<file path="config.mk">
export PLATFORM = sky130hd
export DESIGN_NAME = tone_phase_generator
export DESIGN_NICKNAME = d
export VERILOG_FILES = /design/src/rtl/audio_pkg.sv /design/src/rtl/tick_divider.sv /design/src/rtl/tone_phase_generator.sv
export SDC_FILE = /design/constraint.sdc
export NUM_CORES = 1
export LEC_CHECK = 0
export CORE_ASPECT_RATIO = 0.5
export CORE_MARGIN = 1
export CORE_UTILIZATION = 35
export CTS_BUF_LIST = sky130_fd_sc_hd__clkbuf_16
export CTS_CLUSTER_DIAMETER = 200
export DETAILED_ROUTE_END_ITERATION = 10
export PLACE_DENSITY = 0.64
export SYNTH_ARGS = -nofsm -noshare
export SYNTH_HDL_FRONTEND = slang
export SYNTH_SLANG_ARGS = --single-unit
</file>
<file path="constraint.sdc">
create_clock -name clk -period 5.3 [get_ports clk]
set_input_delay 0.795 -clock clk [delete_from_list [all_inputs] [get_ports clk]]
set_output_delay 0.795 -clock clk [all_outputs]
set_load 0.02 [all_outputs]
</file>
<file path="src/rtl/audio_pkg.sv">
// Shared audio constants, widths and the tone generator state type.
package audio_pkg;

  localparam int PRESCALE_W       = 10;
  localparam int PHASE_W          = 8;
  localparam int CLK_HZ           = 31_500_000;
  localparam int STEPS_PER_PERIOD = 256;

  typedef logic [PRESCALE_W-1:0] prescale_t;
  typedef logic [PHASE_W-1:0]    phase_t;

  typedef enum logic {
    ST_IDLE,
    ST_RUN
  } gen_state_t;

endpackage

</file>
<file path="src/rtl/tick_divider.sv">
// Reloadable modulo-div counter; tick is high on the last count of each div-cycle window.
module tick_divider #(
  parameter int W = 10
) (
  input  logic         clk,
  input  logic         reset,
  input  logic         run,
  input  logic [W-1:0] div,
  output logic         tick
);

  logic [W-1:0] cnt;
  logic [W-1:0] last;

  // div >= 1 whenever run is high, so the wrap of div-1 at div=0 is never observed
  assign last = div - W'(1);
  assign tick = run && (cnt == last);

  always_ff @(posedge clk) begin
    if (reset || !run || tick) begin
      cnt <= '0;
    end else begin
      cnt <= cnt + W'(1);
    end
  end

endmodule

</file>
<file path="src/rtl/tone_phase_generator.sv">
// Audio phase ramp: one phase step every P clocks, 2**PHASE_W steps per tone period.
// Pitch changes are latched only at the phase wrap so periods are never truncated.
module tone_phase_generator
  import audio_pkg::*;
#(
  parameter int PRESCALE_W = audio_pkg::PRESCALE_W,
  parameter int PHASE_W    = audio_pkg::PHASE_W
) (
  input  logic                  clk,
  input  logic                  reset,
  input  logic                  enable,
  input  logic [PRESCALE_W-1:0] preScaleValue,
  output logic [PHASE_W-1:0]    phase,
  output logic                  sampleTick,
  output logic                  periodStart,
  output logic                  squareOut,
  output logic                  active
);

  gen_state_t            state_q, state_n;
  logic [PRESCALE_W-1:0] p_q, p_n;
  logic [PHASE_W-1:0]    phase_q, phase_n;
  logic                  tick_q, tick_n;
  logic                  pstart_q, pstart_n;
  logic                  div_run;
  logic                  div_tick;

  // Divider only counts while running and enabled; dropping enable clears it at once
  assign div_run = (state_q == ST_RUN) && enable;

  tick_divider #(
    .W (PRESCALE_W)
  ) u_div (
    .clk   (clk),
    .reset (reset),
    .run   (div_run),
    .div   (p_q),
    .tick  (div_tick)
  );

  always_comb begin
    state_n  = state_q;
    p_n      = p_q;
    phase_n  = phase_q;
    tick_n   = 1'b0;
    pstart_n = 1'b0;
    unique case (state_q)
      ST_IDLE: begin
        if (enable && (preScaleValue != '0)) begin
          state_n = ST_RUN;
          p_n     = preScaleValue;
          phase_n = '0;
        end
      end
      ST_RUN: begin
        if (!enable) begin
          state_n = ST_IDLE;
          phase_n = '0;
        end else if (div_tick) begin
          phase_n = phase_q + PHASE_W'(1);
          tick_n  = 1'b1;
          if (phase_q == '1) begin
            pstart_n = 1'b1;
            p_n      = preScaleValue;
            if (preScaleValue == '0) begin
              state_n = ST_IDLE;
            end
          end
        end
      end
      default: state_n = ST_IDLE;
    endcase
  end

  always_ff @(posedge clk) begin
    if (reset) begin
      state_q  <= ST_IDLE;
      p_q      <= '0;
      phase_q  <= '0;
      tick_q   <= 1'b0;
      pstart_q <= 1'b0;
    end else begin
      state_q  <= state_n;
      p_q      <= p_n;
      phase_q  <= phase_n;
      tick_q   <= tick_n;
      pstart_q <= pstart_n;
    end
  end

  assign phase       = phase_q;
  assign sampleTick  = tick_q;
  assign periodStart = pstart_q;
  assign squareOut   = phase_q[PHASE_W-1];
  assign active      = (state_q == ST_RUN);

endmodule
</file>
* After elaboration in Yosys (flattened, before gate mapping)
Cells that the tools add are included.
Word-level totals: register bits 31, bits of input ports 13, output and inout bits 12, logic and storage cells 48
Cells by class: $add $sub $neg 3, equal/unequal tests 7, multiplexer cells 17, bitwise operators 3, reduce and logical (&&, ||, !) cells 12
Operators by type and width (count):
- $mux W10 | 4
- $mux W8 | 3
- $pmux W10 S2 | 1
- $pmux W8 S2 | 1
- $add A10 B1 Y10 const B | 1
- $eq A10 B10 Y1 | 1
- $logic_not A10 Y1 | 1
- $reduce_bool A10 Y1 | 1
- $sub A10 B1 Y10 const B | 1
- $add A8 B1 Y8 const B | 1
- $eq A8 B8 Y1 const B | 1
- $mux W1 | 7
- $ne A2 B1 Y1 const B | 2
- $ne A2 B2 Y1 const B | 2
- $reduce_and A4 Y1 | 1
- $reduce_or A4 Y1 | 1
- $logic_and A1 B1 Y1 | 3
- $ne A3 B2 Y1 const B | 1
- $not A1 Y1 | 3
- $reduce_or A3 Y1 | 1
- $logic_or A1 B1 Y1 | 2
- $pmux W1 S2 | 1
- $reduce_and A2 Y1 | 1
- $logic_not A1 Y1 | 1

* Longest topological paths before layout
word-level depth 6, depth in mapped cells 10, mapped depth without buffers 8

* Hierarchy
Synthesis repeated with hierarchy kept, for this count alone.
Unflattened totals: cell total of the unflattened synthesis 218, area, all modules 1913.1 um^2
By module, submodules not included:
- tone_phase_generator | instances 1, cells each 114, area each 1067.3 um^2, seq. area each 420.4 um^2
- tick_divider | instances 1, cells each 104, area each 845.8 um^2, seq. area each 200.2 um^2

* Least setup slack after synthesis
OpenSTA, ideal clock, no wires.
path type reg2reg, start point register p_q[0], end point register phase_q[3] (netlist: phase[3]), library setup time 70 ps, arrival time 2196 ps, required time 5230 ps, slack 3034 ps, cell stages (with the launch flop) 10, path buffers 1, clock period less this slack 2266 ps, cell sequence dfxtp_1 -> inv_1 -> ha_1 -> buf_2 -> xor2_1 -> o31ai_4 -> o2111a_2 -> o211ai_2 -> or4_1 -> a21oi_1
On the way: word-level cells in the longest chain between the ends 5
Ends and longest elaborated chain:
- from (decl) | line tone_phase_generator.sv:21 | logic [PRESCALE_W-1:0] p_q, p_n;
- from (signal assigned) | line tone_phase_generator.sv:84 | p_q <= p_n;
- $sub A10 B1 Y10 | line tick_divider.sv:16 | assign last = div - W'(1);
- $eq A10 B10 Y1 | line tick_divider.sv:17 | assign tick = run && (cnt == last);
- $logic_and A1 B1 Y1 | line tick_divider.sv:17
- $ne A3 B2 Y1 (no source line)
- $reduce_and A2 Y1 (no source line)
- to (signal assigned) | line tone_phase_generator.sv:85 | phase_q <= phase_n;
- to (decl) | line tone_phase_generator.sv:22 | logic [PHASE_W-1:0] phase_q, phase_n;
No other way between the ends. A chain may end at the register's enable or synchronous reset.

* Worst setup path in the final report
start point register p_q[0], end point register phase_q[0] (netlist: phase[0])
Same word-level chain as after synthesis.

==> PnR_summary.wiki <==
{| class="wikitable"
! Metric !! Value
|-
| Fraction of met3 tracks used by global routing || 3.75%
|-
| Resize count post-CTS || 0
|-
| Global-route congestion overflow total || 0
|-
| Synthesized Nets || 245
|-
| Setup repair after global routing missed its margin || false
|-
| Global-route wire length before repair || 7270 um
|-
| Initial antenna violation count || 0
|-
| Top post-synthesis cells by area || dfxtp_1 (33%), nand2b_1 (6.9%), xor2_1 (6.0%)
|-
| Number of global-route vias before repair || 1519
|-
| Synth-to-Final Area Change || 21.9%
|-
| Worst-skew pair later-pin latency || 0.27 ns
|-
| Transition time of the tightest slew-check pin || 0.809 ns
|-
| Clock root buffer || clkbuf_16
|-
| Hold/Removal Path Class || reg2reg
|-
| Final number of hold-violating endpoints || 0
|-
| Layout fillers || 490
|-
| Static power due to leakage || 0.877 nW
|-
| Final weighted congestion of routability-driven global placement || 0.811
|-
| Post-CTS setup repair buffer count || 0
|-
| Number of distinct library cells after synthesis || 50
|-
| Status || complete, no violations
|-
| Normalized max-slew margin || 45.7%
|-
| Arrival time at the worst endpoint || 2.95 ns
|-
| Post-synthesis average cell area || 8.29 um2
|-
| IR Drop Worst-Case VDD || 0.125 mV
|-
| Ports || 25
|-
| Final #Nets || 266
|-
| Global route hottest layer || met2
|-
| Register area share after synthesis || 32.7%
|-
| Tot GR Track Use || 16.7%
|-
| Total power after layout || 0.607 mW
|-
| DRT Pass-1 Iters || 5
|-
| Depth of the worst register-to-register path || 8
|-
| CTS hold repair buffers || 0
|-
| # setup viols final || 0
|-
| Worst clock skew || 0.00439 ns
|-
| Number of synthesized flops with an enable pin || 0
|-
| Die area || 5740 um2
|-
| Total Routed Length || 4300 um
|-
| Initial cell density of the core || 37.5%
|-
| Longest Clk Path Bufs || 2
|-
| Post-synth ARST share || 0%
|-
| Height of the die || 54.1 um
|-
| Max Cap Viol || 0
|-
| Fraction of the cycle the final worst path needs || 53.5%
|-
| Area of the placeable core || 5070 um2
|-
| Total count of max-transition violations in the final report || 0
|-
| WS Path Type || reg2reg
|-
| Num rows || 18
|-
| Cell depth of the worst hold path || 1
|-
| DRC violations left || 0
|-
| Worst Setup End Kind || register
|-
| CP Data Required Time || 5.42 ns
|-
| Post-synth top area share || 32.7%
|-
| Width of the chip || 106 um
|-
| Via density per instance || 5.30
|-
| Share of cells above drive strength 1 || 8.37%
|-
| DP HPWL || 3250 um
|-
| Iteration-0 DRC count of the detailed router || 75
|-
| Cell count after synthesis || 229
|-
| Flop and latch count out of synthesis || 31
|-
| Clock-pin slew on the worst setup and hold paths || 0.05 ns
|-
| Via count || 1701
|-
| Mapped cell area || 1900 um2
|-
| Total power density per cell area || 262 nW/um2
|-
| Yosys warnings || 0
|-
| Number of clock buffers inserted by TritonCTS || 5
|-
| Maximum clock frequency || 352 MHz
|-
| Final min period || 2.84 ns
|-
| Depth of the CTS H-tree || 2
|-
| Post-synthesis cell type with the largest combined area || dfxtp_1
|-
| Sum of negative setup slack || 0 ns
|-
| GR met1 Demand/Resource || 22.9%
|-
| TritonCTS clock tree || built
|-
| Largest net degree at the start of global routing || 27
|-
| Sink Count || 31
|-
| Crit start category || register
|-
| # diodes || 0
|-
| Wire length per cell || 13.4 um
|-
| Max FO, Critical Path || 14
|-
| Number of input and output port buffers inserted || 24
|-
| Most used flip-flop cell after synthesis || dfxtp_1
|-
| Routed Antenna Nets || 0
|-
| GR Layer Usage met2 || 26.1%
|}
[cells by family (layout without fill, tap and decap cells)]
family,count (synthesis),in the layout,synth area share [%]
AO/OA/AOI/OAI,37,37,16.5
multiplexers,11,11,5.80
AND/OR/NAND/NOR,111,111,30.4
adder cells (fa/ha/maj),3,3,1.98
XOR/XNOR,17,17,7.84
flip-flops,31,31,32.7
buffers and inverters,19,41,4.74
[area by class of cell]
class	count	area [um2]	share of cell area [%]
clock buffer	5	125	5.41
clock inverter	3	15.0	0.649
inverter	8	30.0	1.30
multi-input combinational	179	1190	51.4
sequential	31	621	26.8
tap	70	87.6	3.78
timing repair buffer	25	248	10.7
[critical path, cell delays in order (launching register included)]
cell and delay (ns):
dfxtp_1 0.45, inv_1 0.07, ha_1 0.37, o21ba_2 0.26, a221oi_1 0.34, o2111a_2 0.28
o211ai_2 0.11, o21ai_1 0.66, a2bb2oi_1 0.14
[sequential cells by signal, indices dropped and copies added, names as in the netlist]
| name | flops |
|---|---|
| sampleTick | 1 |
| periodStart | 1 |
| u_div.cnt | 10 |
| p_q | 10 |
| phase | 8 |
| active | 1 |
[worst paths after layout]
path	start	endpoint	slack, ns
min reg2reg	u_div.cnt[0]	u_div.cnt[0]	0.49
max reg2reg	p_q[0]	phase[0]	2.46
min	u_div.cnt[0]	u_div.cnt[0]	0.49
max	p_q[0]	phase[0]	2.46
[stage by stage]
stage	area, um2	cells	worst slack (ns)	hold slack (ns)	utilization, %
finish	2310	321	2.46	0.493	45.7
global route	2310	321	2.16	0.535	45.7
CTS	2310	321	2.44	0.491	45.7
detailed placement	2170	313	2.30	0.478	42.9
global placement	2170	313	2.29	0.466	42.9
floorplan	1900	229	3.03	0.447	-
[routing by layer]
metal / share of wire (%) / vias up
met2: 44 / 28
met5: 0 / -
met1: 53 / 808
met3: 2.9 / 2
met4: 0.47 / 0
li1: - / 863
[cell usage after synthesis, types with 3 or more instances]
cell type	instances
nor3_1	7
inv_1	8
nand4_1	7
clkbuf_1	5
a311o_1	3
nand2b_1	21
a21oi_1	3
a31o_2	3
or3_1	4
xnor2_1	4
buf_2	3
ha_1	3
mux2i_1	11
nand3_1	14
a31oi_1	4
nor2_1	25
xor2_1	13
nand2_1	20
dfxtp_1	31
[cell usage in the layout (no fill, tap or decap), drive strengths merged, types with 3 or more instances in the layout]
master	netlist	layout
o211ai	3	3
nand3	14	14
xnor2	4	4
nor2	25	25
nor3	7	7
a31o	3	3
a311o	3	3
clkdlybuf4s50	0	24
xor2	13	13
inv	8	8
ha	3	3
clkbuf	5	5
and3	3	3
nand2b	21	21
a31oi	4	4
o21ai	3	3
nor4	3	3
dfxtp	31	31
nand2	20	20
or3	4	4
nand4	7	7
mux2i	11	11
clkinv	0	3
a21oi	3	3
[power breakdown]
group / leakage (nW) / switching [mW] / internal (mW)
Combinational: 0.552 / 0.0486 / 0.0398
Sequential: 0.252 / 0.00945 / 0.239
Clock: 0.0733 / 0.0990 / 0.171
Total: 0.877 / 0.157 / 0.450
Power figures use the tool's default switching activity.
